$ cat src/rtl/keypad_emulator.sv
// keypad_emulator: responder for the 4x4 Pmod keypad. It pulls the commanded key's
// active-low row low while that key's column strobe is low and the key is held.
// A valid/ready port sequences one press, hold and release per key code.
// Optional contact bounce is compiled in when KEYPAD_EMU_BOUNCE_EN is defined.
module keypad_emulator #(
    parameter int unsigned PRESS_CYCLES  = 1000000,
    parameter int unsigned GAP_CYCLES    = 250000,
    parameter int unsigned BOUNCE_CYCLES = 8192,
    parameter int unsigned BOUNCE_TOGGLE = 512
) (
    input  logic       clk,
    input  logic       clr,
    input  logic [3:0] col,
    output logic [3:0] row,
    input  logic       key_valid,
    input  logic [3:0] key_code,
    output logic       key_ready,
    output logic       busy,
    output logic       pressed,
    output logic       key_done
);
    typedef enum logic [1:0] {S_IDLE, S_PRESS, S_RELEASE} state_t;

    localparam logic [23:0] PRESS_LOAD = 24'(PRESS_CYCLES - 1);
    localparam logic [23:0] GAP_LOAD   = 24'(GAP_CYCLES - 1);

    state_t      r_state;
    state_t      w_next;
    logic [23:0] r_cnt;
    logic [3:0]  r_code;
    logic [3:0]  r_col_s1;
    logic [3:0]  r_col_s2;
    logic [3:0]  r_row;
    logic [1:0]  w_col_idx;
    logic [1:0]  w_row_idx;
    logic        w_pressed;
    logic        w_cnt_zero;

    // Reject parameter sets whose bounce window would outlast a phase.
    if (PRESS_CYCLES == 0 || PRESS_CYCLES > 32'hFF_FFFF || GAP_CYCLES == 0 || GAP_CYCLES > 32'hFF_FFFF ||
        BOUNCE_CYCLES >= PRESS_CYCLES || BOUNCE_CYCLES >= GAP_CYCLES || BOUNCE_TOGGLE == 0) begin : g_param_check
        $error("keypad_emulator: parameter out of range");
    end

    assign w_cnt_zero = (r_cnt == 24'd0);

    // State register with the phase counter and the latched key code.
    always_ff @(posedge clk or posedge clr) begin
        if (clr) begin
            r_state <= S_IDLE;
            r_cnt   <= '0;
            r_code  <= '0;
        end else begin
            r_state <= w_next;
            if (r_state == S_IDLE) begin
                if (key_valid) begin
                    r_cnt  <= PRESS_LOAD;
                    r_code <= key_code;
                end
            end else if (w_cnt_zero) begin
                if (r_state == S_PRESS) r_cnt <= GAP_LOAD;
            end else begin
                r_cnt <= r_cnt - 24'd1;
            end
        end
    end

    // Next state: accept in IDLE, advance each phase when its counter expires.
    always_comb begin
        w_next = r_state;
        case (r_state)
            S_IDLE:    w_next = key_valid ? S_PRESS : S_IDLE;
            S_PRESS:   w_next = w_cnt_zero ? S_RELEASE : S_PRESS;
            S_RELEASE: w_next = w_cnt_zero ? S_IDLE : S_RELEASE;
            default:   w_next = S_IDLE;
        endcase
    end

    // Handshake and status outputs decoded from the current state.
    always_comb begin
        key_ready = (r_state == S_IDLE);
        busy      = (r_state != S_IDLE);
        key_done  = (r_state == S_RELEASE) && w_cnt_zero;
        pressed   = w_pressed;
        row       = r_row;
    end

    // Key code to {column strobe index, row return index}.
    always_comb begin
        {w_col_idx, w_row_idx} = 4'b0000;
        case (r_code)
            4'h0: {w_col_idx, w_row_idx} = {2'd3, 2'd0};
            4'h1: {w_col_idx, w_row_idx} = {2'd3, 2'd3};
            4'h2: {w_col_idx, w_row_idx} = {2'd2, 2'd3};
            4'h3: {w_col_idx, w_row_idx} = {2'd1, 2'd3};
            4'h4: {w_col_idx, w_row_idx} = {2'd3, 2'd2};
            4'h5: {w_col_idx, w_row_idx} = {2'd2, 2'd2};
            4'h6: {w_col_idx, w_row_idx} = {2'd1, 2'd2};
            4'h7: {w_col_idx, w_row_idx} = {2'd3, 2'd1};
            4'h8: {w_col_idx, w_row_idx} = {2'd2, 2'd1};
            4'h9: {w_col_idx, w_row_idx} = {2'd1, 2'd1};
            4'hA: {w_col_idx, w_row_idx} = {2'd0, 2'd3};
            4'hB: {w_col_idx, w_row_idx} = {2'd0, 2'd2};
            4'hC: {w_col_idx, w_row_idx} = {2'd0, 2'd1};
            4'hD: {w_col_idx, w_row_idx} = {2'd0, 2'd0};
            4'hE: {w_col_idx, w_row_idx} = {2'd1, 2'd0};
            default: {w_col_idx, w_row_idx} = {2'd2, 2'd0};
        endcase
    end

    // Two-flop column synchronizer feeding the registered row returns.
    always_ff @(posedge clk or posedge clr) begin
        if (clr) begin
            r_col_s1 <= 4'hF;
            r_col_s2 <= 4'hF;
            r_row    <= 4'hF;
        end else begin
            r_col_s1 <= col;
            r_col_s2 <= r_col_s1;
            r_row    <= (w_pressed && !r_col_s2[w_col_idx]) ? ~(4'b0001 << w_row_idx) : 4'hF;
        end
    end

`ifdef KEYPAD_EMU_BOUNCE_EN
    localparam logic [23:0] BOUNCE_WIN = 24'(BOUNCE_CYCLES);
    localparam logic [23:0] TOGGLE_LAST = 24'(BOUNCE_TOGGLE - 1);

    logic [23:0] r_elapsed;
    logic [23:0] r_tick;
    logic        r_phase;

    // Elapsed-cycle and toggle counters restart on every state change; the contact
    // starts closed in PRESS and open in RELEASE.
    always_ff @(posedge clk or posedge clr) begin
        if (clr) begin
            r_elapsed <= '0;
            r_tick    <= '0;
            r_phase   <= 1'b0;
        end else if (w_next != r_state) begin
            r_elapsed <= '0;
            r_tick    <= '0;
            r_phase   <= (w_next == S_PRESS);
        end else begin
            if (r_elapsed != 24'hFF_FFFF) r_elapsed <= r_elapsed + 24'd1;
            r_tick  <= (r_tick == TOGGLE_LAST) ? 24'd0 : r_tick + 24'd1;
            r_phase <= r_phase ^ (r_tick == TOGGLE_LAST);
        end
    end

    assign w_pressed = (r_state != S_IDLE && r_elapsed < BOUNCE_WIN) ? r_phase : (r_state == S_PRESS);
`else
    assign w_pressed = (r_state == S_PRESS);
`endif

endmodule

$ cat config.mk
export PLATFORM = sky130hd
export DESIGN_NAME = keypad_emulator
export DESIGN_NICKNAME = d
export VERILOG_FILES = /design/src/rtl/keypad_emulator.sv
export SDC_FILE = /design/constraint.sdc
export NUM_CORES = 1
export LEC_CHECK = 0
export ABC_CLOCK_PERIOD_IN_PS = 2600
export CAP_MARGIN = 20
export CORE_MARGIN = 4
export CORE_UTILIZATION = 40
export DETAILED_ROUTE_END_ITERATION = 6
export SLEW_MARGIN = 20
export SYNTH_ARGS = -nofsm -noshare
export SYNTH_HDL_FRONTEND = slang
export SYNTH_SLANG_ARGS = --single-unit
$ cat constraint.sdc
create_clock -name clk -period 2.6 [get_ports clk]
set_clock_uncertainty 0.05 [all_clocks]
set_input_delay 0.39 -clock clk [delete_from_list [all_inputs] [get_ports clk]]
set_output_delay 0.39 -clock clk [all_outputs]
set_load 0.05 [all_outputs]
==> summary.txt, run 1 <==
Layout
  – Area grow syn2layout: 19.51%
  – Most frequent cells in the layout: 30 x dfrtp_1, 16 x a21oi_1, 16 x clkdlybuf4s50_1
  – Most common cell after layout, fill and taps aside: dfrtp_1
  – Net count, final: 265
  – Ant diodes: 0
  – Final cell count without fillers: 323
  – Layout cells sized above 1: 0.2372

Power and ir drop
  – Pleak: 1.079 nW
  – VDD IR max: 0.0004080 V
  – Power Density: 650.2 mW/mm2

Clock network
  – Clock slew at reported path FFs: 90 ps
  – CTS Hold Bufs: 0
  – CTS root buf: clkbuf_8
  – H-Tree Depth: 2
  – CTS Buf Count: 5
  – Worst-Skew Late Latency: just under 300 ps
  – Bufs on Longest Clock Path: 2
  – CTS tree: done
  – Clock Sinks: 42

Floorplanning
  – Starting Density: 0.4247
  – # IOs: 19
  – CORE AREA: 0.005270 mm2
  – Num rows: 26
  – Die H: 82.81 um
  – Die area: 0.006857 mm2
  – Die X: 82.81 um

Place
  – Gpl congestion: 0.7905
  – Dpl cells: roughly 310
  – Hpwl dp: 3360 um
  – Buffers on Ports: 18
  – Pre-CTS setup slack: 93.94 ps

Synthesis
  – Yosys cell types: 54
  – Cells after Synth: 228
  – Post-synth top flop: dfrtp_1
  – Sequential area share after synthesis: 0.4762
  – Ys Warns: 0
  – Synth Register Bits: 42
  – Syn_nets: 241
  – Mean Syn Cell Area: 9.818 um2
  – Ys async rst share: 1.000
  – Synth Cell Area: 0.002238 mm2
  – EDFF count, synth: 0

Global routing
  – Vias in the first global route: 1,701
  – First-pass GRT wire length: 8666 um
  – Grt total ovfl: 0
  – Largest net degree at the start of global routing: 43
  – Antenna violations before repair: 0
  – GRT Resource Usage Total: 0.1522

Setup path
  – Setup Crit Path Kind: flop to output pin
  – Reg-to-Reg Start: r_cnt[9]
  – Crit path launch: r_cnt[4]
  – Critical Path AT: 2060 ps
  – CP Launch Type: flop
  – Critical path data required time: 2160 ps
  – Critical Path End Type: output pin
  – CP Max Fanout: 6

STA
  – Setup WS post-layout: between 90 and 100 ps
  – Final cycle utilization of the critical path: 0.9629
  – Max_slew headroom: 0.6426
  – RSZ-0062 raised after global routing: no
  – Worst slew pin tran: 536.2 ps
  – Endpoints failing setup: 0
  – Peak Freq: ~0.40 GHz
  – Crit path time final: 2504 ps
  – Max Transition Viols Final: 0
  – Final hold viol count: 0

Detailed routing
  – TritonRoute pass-1 iters: 4
  – DRC Markers: 0
  – Initial detailed-routing violation count: about 150
  – Final ANT Viol Nets: 0
  – Drt total wl: 4910 um
  – Via count: 1,788
  – Routed len/inst: 15.20 um
  – Via density: ~5.5

Run
  – Maxcap violations: 0

Min path
  – Worst Hold Launch: r_col_s1[2]
  – Worst hold path class: flop to flop

Outcome
  – Status: finished, final reports clean
==> power breakdown <==
part           internal [W]  switching (W)
logic              0.000210       0.000224
clock network      0.000217       0.000215
registers          0.000768       0.000106
==> critical path: stages, from the launching register on <==
cell and delay [ps]:
dfrtp_1 430, or4_4 550, nor3_4 210, nand3_1 140, nor3b_2 270, buf_12 170
==> per-layer routing <==
metal	GRT usage	routed length, um	vias up
met3	0.04059	154	8
met1	0.2217	2545	859
met2	0.2223	2145	27
met4	0.04012	64	0
met5	0	0	-
li1	-	-	894
==> cell usage after synthesis, types with 2 or more instances <==
master / number / area, um2
a21o_1: 4 / 30.03
a21oi_1: 16 / 80.08
a21oi_2: 2 / 17.52
a22oi_1: 2 / 15.01
a32o_1: 2 / 20.02
buf_2: 4 / 20.02
buf_4: 3 / 22.52
clkbuf_1: 5 / 18.77
dfrtp_1: 30 / 750.7
dfstp_2: 12 / 315.3
ha_1: 2 / 25.02
inv_1: 7 / 26.28
mux2_2: 4 / 45.04
mux2i_1: 2 / 20.02
nand2_1: 14 / 52.55
nand2b_1: 5 / 31.28
nand3_1: 7 / 35.03
nand3b_1: 4 / 30.03
nor2_1: 13 / 48.80
nor3_1: 4 / 20.02
nor4_1: 4 / 25.02
o21ai_0: 14 / 70.07
o31ai_1: 7 / 52.55
o41ai_1: 2 / 17.52
or2_2: 7 / 43.79
or3_1: 10 / 62.56
or4_1: 13 / 97.59
or4_4: 2 / 22.52
xor2_1: 2 / 17.52
==> sequential cells by signal (all words and copies together), names as in the netlist <==
name / cells
r_cnt: 24
r_col_s1: 4
r_col_s2: 4
r_code: 4
r_state: 2
row: 4
==> through the flow <==
| stage | TNS (ps) | total power (W) | area (um2) | hold slack (ps) | utilization |
|---|---|---|---|---|---|
| 2_1_floorplan | -22.54 | 0.001163 | 2246 | 295.2 | - |
| 3_3_place_gp | 0 | 0.001251 | 2527 | 296.0 | 0.4796 |
| 3_5_place_dp | 0 | 0.001259 | 2527 | 296.8 | 0.4796 |
| 4_1_cts | 0 | 0.001704 | 2626 | 307.1 | 0.4983 |
| 5_1_grt | 0 | 0.001868 | 2675 | 310.1 | 0.5076 |
| 6_report | 0 | 0.001739 | 2675 | 306.0 | 0.5076 |
==> logic make-up after synthesis <==
logic type | synth area share
flip-flops | 0.4762
AND/OR/NAND/NOR | 0.2443
AO/OA/AOI/OAI | 0.1817
XOR/XNOR | 0.01174
adder cells (fa/ha/maj) | 0.01118
buffers and inverters | 0.04584
multiplexers | 0.02907
==> timing repair <==
action,4_1_cts,5_1_grt
gates cloned,0,0
pin swaps,0,2
endpoints found under the setup margin,1,3
gates resized for setup,2,6
setup buffers,0,3
==> final timing paths <==
kind | endpoint | slack, ps | depth (start not counted)
worst max register to register | r_cnt[21] | 120 | 5
worst max-delay path | key_done | 100 | 5
min in group asynchronous | r_cnt[21] | 470 | 3
worst min-delay path | r_col_s2[2] | 310 | 0
worst min register to register | r_col_s2[2] | 310 | 0
max in group asynchronous | r_col_s2[0] | 1630 | 3
==> area by class of cell <==
cell class / count / area (um2)
flip-flops and latches: 42 / 1066
multi-input cells: 165 / 1110
fillers: 487 / 2595
repair buffers: 30 / 290.3
well taps: 70 / 87.58
inverters: 8 / 31.28
clock buffers: 8 / 90.09
Note: power is estimated with default switching activity, not from simulation.
==> run 2, diff against run 1 <==
DONT_BUFFER_PORTS = 1   (was default)
GPL_TIMING_DRIVEN = 0   (was default)
==> run 2 against run 1 <==
  * The run now ends with setup timing left
  * Register-to-register slack got worse by 50 ps
  * Maximum frequency decreased by 5.2%
  * Combinational power increased by 8.8%
  * Largest cell class unchanged
  * Count of clock-buffer cells in the layout decreased by 2
  * Final cell count decreased by 3.4%
  * Sequential power increased by 2%
  * Die area unchanged
  * Largest power group unchanged
  * Via count increased by 2.1%
  * Utilization decreased by 1.6 points
  * First-iteration DRC count decreased by 43%
==> summary.txt, run 2 (synthesis gave the netlist of run 1 again) <==
Power and ir drop
  – Comb pwr share: 0.265 (+0.016)
  – VDD IR max: 0.0003796 V (-7.0%)
  – Int Pwr: 0.001178 W (-1.4%)
  – P_sw: 0.0005995 W (+10%)
  – Pleak: 1.053 nW (-2.4%)
  – Sequential power share: 0.501 (-0.002)
  – Power Density: 685.9 mW/mm2 (+5.5%)
  – Sw frac: 0.3373 (+0.02414)
  – Clock network power share: 0.233 (-0.015)

Floorplanning
  – Die H: 82.81 um (unchanged)
  – CORE AREA: 0.005270 mm2 (unchanged)
  – Die area: 0.006857 mm2 (unchanged)
  – Die X: 82.81 um (unchanged)
  – # IOs: 19 (unchanged)
  – Starting Density: 0.4247 (unchanged)
  – Num rows: 26 (unchanged)

Detailed routing
  – TritonRoute pass-1 iters: 4 (unchanged)
  – Routed len/inst: 16.94 um (+11%)
  – DRC Markers: 0 (unchanged)
  – Drt total wl: 5286 um (+7.7%)
  – Initial detailed-routing violation count: 82 (-43%)
  – Final ANT Viol Nets: 0 (unchanged)
  – Via density: 5.853 (+5.7%)
  – Via count: 1,826 (+2.1%)

Global routing
  – Grt total ovfl: 0 (unchanged)
  – GRT Resource Usage Total: 0.1558 (+0.003660)
  – Vias in the first global route: 1,748 (+2.8%)
  – Antenna violations before repair: 0 (unchanged)
  – First-pass GRT wire length: 8818 um (+1.8%)
  – Largest net degree at the start of global routing: 25 (-42%)

STA
  – Setup WS post-layout: -42.20 ps (-138.7 ps)
  – Final cycle utilization of the critical path: 1.016 (+0.05333)
  – RSZ-0062 raised after global routing: yes
  – Worst slew pin tran: 1045 ps (+508.8 ps)
  – Max_slew headroom: 0.3019 (-0.3407)
  – Peak Freq: 0.3785 GHz (-5.2%)
  – Final hold viol count: 0 (unchanged)
  – Max Transition Viols Final: 0 (unchanged)
  – Endpoints failing setup: 1 (+1)
  – Crit path time final: 2642 ps (+138.7 ps)

Layout
  – Final Cell Area: 0.002591 mm2 (-3.1%)
  – Number of flip-flops in the largest register: 24 (unchanged)
  – Layout cells sized above 1: 0.2645 (+0.02731)
  – Area grow syn2layout: 15.76%
  – Most common cell after layout, fill and taps aside: dfrtp_1
  – Area of the multi-input gates: 0.001162 mm2 (+4.7%)
  – Top reg by flops: r_cnt
  – Reg area: 0.001066 mm2 (unchanged)
  – Final cell count without fillers: 312 (-3.4%)
  – Most frequent cells in the layout: 30 x dfrtp_1, 16 x a21oi_1, 14 x o21ai_0, 14 x nand2_1
  – Fill cells: 507 (+4.1%)
  – Net count, final: 254 (-4.2%)
  – Ant diodes: 0 (unchanged)

Min path
  – Worst Hold Launch: col[3]
  – Hold Path Depth: 0 (unchanged)
  – Hold path endpoint: r_col_s1[3]
  – Worst hold path class: input port to flop

Clock network
  – Clock Sinks: 42 (unchanged)
  – Bufs on Longest Clock Path: 2 (unchanged)
  – CTS tree: done
  – Worst-Skew Late Latency: 290 ps (about the same)
  – Clock slew at reported path FFs: 80 ps (about the same)
  – CTS Buf Count: 5 (unchanged)
  – H-Tree Depth: 2 (unchanged)
  – CTS root buf: clkbuf_8

Place
  – Buffers on Ports: 0 (-18)
  – Dpl cells: 299 (-4.2%)
  – DP Area: 0.002361 mm2 (-6.6%)
  – Gpl congestion: 0.8028 (+1.6%)
  – Hpwl dp: 3526 um (+4.9%)

Setup path
  – CP Max Fanout: 8 (+2)
  – CP Launch Type: flop
  – Critical path data required time: 2160 ps (about the same)
  – Setup Crit Path Kind: flop to output pin
  – Critical Path End Type: output pin
  – Worst R2R Setup Slack: 70 ps (-50 ps)
  – Reg2Reg Depth: 6 (+1)
  – Reg-to-Reg Start: r_cnt[10]
  – Critical Path AT: 2200 ps (+140 ps)
  – Worst reg2reg endpoint: r_cnt[21]

Run
  – Maxcap violations: 0 (unchanged)

Outcome
  – Failing checks: setup timing
  – Status: finished, violations left
[run 2: metal layers]
| metal | share of wire | vias up | track usage |
|---|---|---|---|
| met3 | 0.058 | 8 | 0.04158 |
| met2 | 0.47 | 59 | 0.2391 |
| met4 | 0.013 | 0 | 0.04606 |
| met5 | 0 | - | 0 |
| met1 | 0.46 | 887 | 0.2156 |
| li1 | - | 872 | - |
[run 2: through the flow]
| stage | setup TNS [ps] | worst slack, ps | power [W] | util | hold WS, ps |
|---|---|---|---|---|---|
| final | -42.20 | -42.20 | 0.001777 | 0.4917 | 35.55 |
| after global routing | -123.3 | -123.3 | 0.001899 | 0.4917 | 16.49 |
| after CTS | -44.16 | -40.72 | 0.001727 | 0.4815 | 29.05 |
| after detailed placement | -1941 | -309.1 | 0.001254 | 0.4480 | 274.4 |
| after global placement | -1740 | -318.3 | 0.001237 | 0.4428 | 296.4 |
| after floorplan | -22.54 | -22.54 | 0.001163 | - | 295.2 |
[run 2: worst max-delay path, cell delays in order, from the launching register on]
cell     delay, ps
dfrtp_1        430
or4_1          490
buf_6          160
nor3_4         150
nand3_2        150
nor3b_4        520
[run 2: worst max-delay path by stage]
stage / from / endpoint / cells after the start
after floorplan: r_cnt[6] / key_done / 5
after global placement: r_cnt[6] / key_done / 5
after detailed placement: r_cnt[6] / key_done / 5
after CTS: r_cnt[4] / key_done / 5
after global routing: r_cnt[4] / key_done / 5
final: r_cnt[4] / key_done / 5
[run 2: power groups by stage]
stage | combinational, W | sequential [W] | clock [W]
detailed placement | 0.000352 | 0.000903 | 0
CTS | 0.000413 | 0.000887 | 0.000428
floorplan | 0.000288 | 0.000874 | 0
finish | 0.000472 | 0.000891 | 0.000415
global route | 0.000525 | 0.000910 | 0.000464
global placement | 0.000337 | 0.000900 | 0
[run 2: area by class of cell]
class | count | area share
buffer | 12 | 0.03139
timing repair buffer | 7 | 0.02897
inverter | 8 | 0.01255
clock inverter | 2 | 0.005311
multi-input combinational | 165 | 0.4486
tap | 70 | 0.03380
sequential | 42 | 0.4114
clock buffer | 6 | 0.02801
[run 2: repair_timing]
| action | CTS | global route |
|---|---|---|
| endpoints found under the hold margin | 18 | 0 |
| gates resized for setup | 12 | 11 |
| setup endpoints to repair | 16 | 19 |
| setup buffers | 3 | 2 |
| cloned | 0 | 0 |
| pin swaps | 3 | 4 |
| hold buffers | 1 | 0 |
==> run 3, diff against run 2 <==
PLACE_DENSITY = 0.67   (was default)
==> run 3 against run 2 <==
  * The flow still finishes with violations (setup timing)
  * Utilization up 1.1 points
  * Final cell count up 2.6%
  * Sequential power about the same
  * Global-route usage up 0.072 points
  * Critical path depth down 1
  * Design area up 2.2%
  * First-iteration DRC count up 120%
  * Sequential share of layout area down 0.85 points
  * Register-to-register slack worse by 30 ps
  * Power up 1.2%
  * Critical endpoint unchanged
  * Largest power group unchanged
==> summary.txt, run 3 (synthesis gave the netlist of run 1 again) <==
Outcome
  – Status: finished, violations left
  – Failing checks: setup timing

Floorplanning
  – Die area: 0.006857 mm2 (unchanged)
  – # IOs: 19 (unchanged)
  – Num rows: 26 (unchanged)
  – Die X: 82.81 um (unchanged)
  – Die H: 82.81 um (unchanged)
  – Starting Density: 0.4247 (unchanged)
  – CORE AREA: 0.005270 mm2 (unchanged)

Detailed routing
  – Final ANT Viol Nets: 0 (unchanged)
  – Met2 WL: 2603 um (+5.6%)
  – TritonRoute pass-1 iters: 4 (unchanged)
  – Routed len/inst: 17.07 um (+0.75%)
  – Initial detailed-routing violation count: 182 (+120%)
  – Max layer used: met4
  – Via count: 1,885 (+3.2%)
  – Met3 wire length: 319 um (+3.2%)
  – DRC Markers: 0 (unchanged)
  – Drt total wl: 5462 um (+3.3%)
  – M1 WL: 2447 um (+0.25%)
  – Via density: 5.891 (+0.65%)

Layout
  – Number of flip-flops in the largest register: 24 (unchanged)
  – Area grow syn2layout: 18.33%
  – Net count, final: 262 (+3.1%)
  – Ant diodes: 0 (unchanged)
  – Util after Layout: 0.5026 (+0.01092)
  – Top reg by flops: r_cnt
  – Most frequent cells in the layout: 29 x dfrtp_1, 18 x buf_4, 16 x a21oi_1
  – Layout cells sized above 1: 0.2960 (+0.03154)
  – Most common cell after layout, fill and taps aside: dfrtp_1
  – Final cell count without fillers: 320 (+2.6%)

Clock network
  – H-Tree Depth: 2 (unchanged)
  – CTS root buf: clkbuf_8
  – Clock slew at reported path FFs: 90 ps (about the same)
  – Bufs on Longest Clock Path: 2 (unchanged)
  – CTS tree: done
  – Clock Sinks: 42 (unchanged)
  – CTS Buf Count: 5 (unchanged)
  – Worst-Skew Late Latency: 300 ps (about the same)

STA
  – Max Transition Viols Final: 0 (unchanged)
  – Setup TNS: -15.15 ps (+27.05 ps)
  – RSZ-0062 raised after global routing: yes
  – Peak Freq: 0.3824 GHz (+1.0%)
  – Final hold viol count: 0 (unchanged)
  – Worst slew pin tran: 1017 ps (-27.89 ps)
  – Setup WS post-layout: -15.15 ps (+27.05 ps)
  – Crit path time final: 2615 ps (-27.05 ps)
  – Endpoints failing setup: 1 (unchanged)
  – Max_slew headroom: 0.3205 (+0.01863)
  – Final cycle utilization of the critical path: 1.006 (-0.01041)
  – Final hold slack: 26.52 ps (-9.027 ps)

Setup path
  – Setup Crit Path Kind: flop to output pin
  – CP Launch Type: flop
  – Critical Path End Type: output pin
  – Reg-to-Reg Start: r_cnt[6]
  – CP Max Fanout: 3 (-5)
  – Critical Path AT: 2180 ps (-20 ps)
  – Critical path data required time: 2160 ps (about the same)
  – Crit path launch: r_cnt[19]

Run
  – Maxcap violations: 0 (unchanged)

Global routing
  – Grt total ovfl: 0 (unchanged)
  – Largest net degree at the start of global routing: 31 (+24%)
  – First-pass GRT wire length: 8735 um (-0.94%)
  – Vias in the first global route: 1,783 (+2.0%)
  – Antenna violations before repair: 0 (unchanged)
  – GRT Resource Usage Total: 0.1566 (+0.0007248)

Power and ir drop
  – Power Density: 679.0 mW/mm2 (-0.99%)
  – VDD IR max: 0.0002826 V (-26%)
  – Total Power: 0.001799 W (+1.2%)
  – Pleak: 1.095 nW (+4.0%)

Place
  – Dpl cells: 299 (unchanged)
  – Gpl congestion: 0.8780 (+9.4%)
  – Buffers on Ports: 0 (unchanged)
  – Hpwl dp: 3529 um (about the same)

Min path
  – Worst Hold Launch: col[2]
  – Worst hold path class: input port to flop
## run 3: final cells by class
type	instances	area (um2)
Buffer	11	62.56
Tap cell	70	87.58
Fill cell	499	2621
Clock buffer	5	68.82
Sequential cell	42	1067
Timing Repair Buffer	16	138.9
Multi-Input combinational cell	165	1167
Clock inverter	3	23.77
Inverter	8	32.53
## run 3: per-layer routing
layer | GRT usage | vias up
li1 | - | 887
met1 | 0.2116 | 935
met2 | 0.2369 | 55
met3 | 0.03564 | 8
met4 | 0.07429 | 0
met5 | 0 | -
## run 3: timing repair
item                                   in CTS  in global routing
hold buffers                                1                  0
gates resized for setup                    12                 13
setup endpoints to repair                  16                 20
setup buffers                               5                  9
endpoints found under the hold margin      12                  0
pin swaps                                   4                  6
## run 3: where the power goes
part | total [W] | switching [W] | internal [W]
clock network | 0.000444 | 0.000251 | 0.000192
registers | 0.000890 | 0.000120 | 0.000770
logic | 0.000465 | 0.000256 | 0.000210
## run 3: worst paths after layout
path                          endpoint  slack [ps]  cells past startpoint
max                           key_done         -20                      4
min in group asynchronous    r_cnt[19]         440                      2
min                        r_col_s1[2]          30                      0
min reg2reg                r_col_s2[2]         310                      0
max reg2reg                  r_cnt[21]          40                      6
max in group asynchronous       row[0]        1530                      3
## run 3: worst max-delay path: stages, from the launching register on
cell     delay [ps]
dfrtp_1         410
or4_4           580
nor3_4          250
nand3_4         120
nor3b_4         510
## run 3: through the flow
step	instance area, um2	setup slack, ps
after floorplan	2246	-22.54
after global placement	2333	-292.3
after detailed placement	2354	-300.5
after CTS	2540	-72.86
after global routing	2649	-66.33
final	2649	-15.15
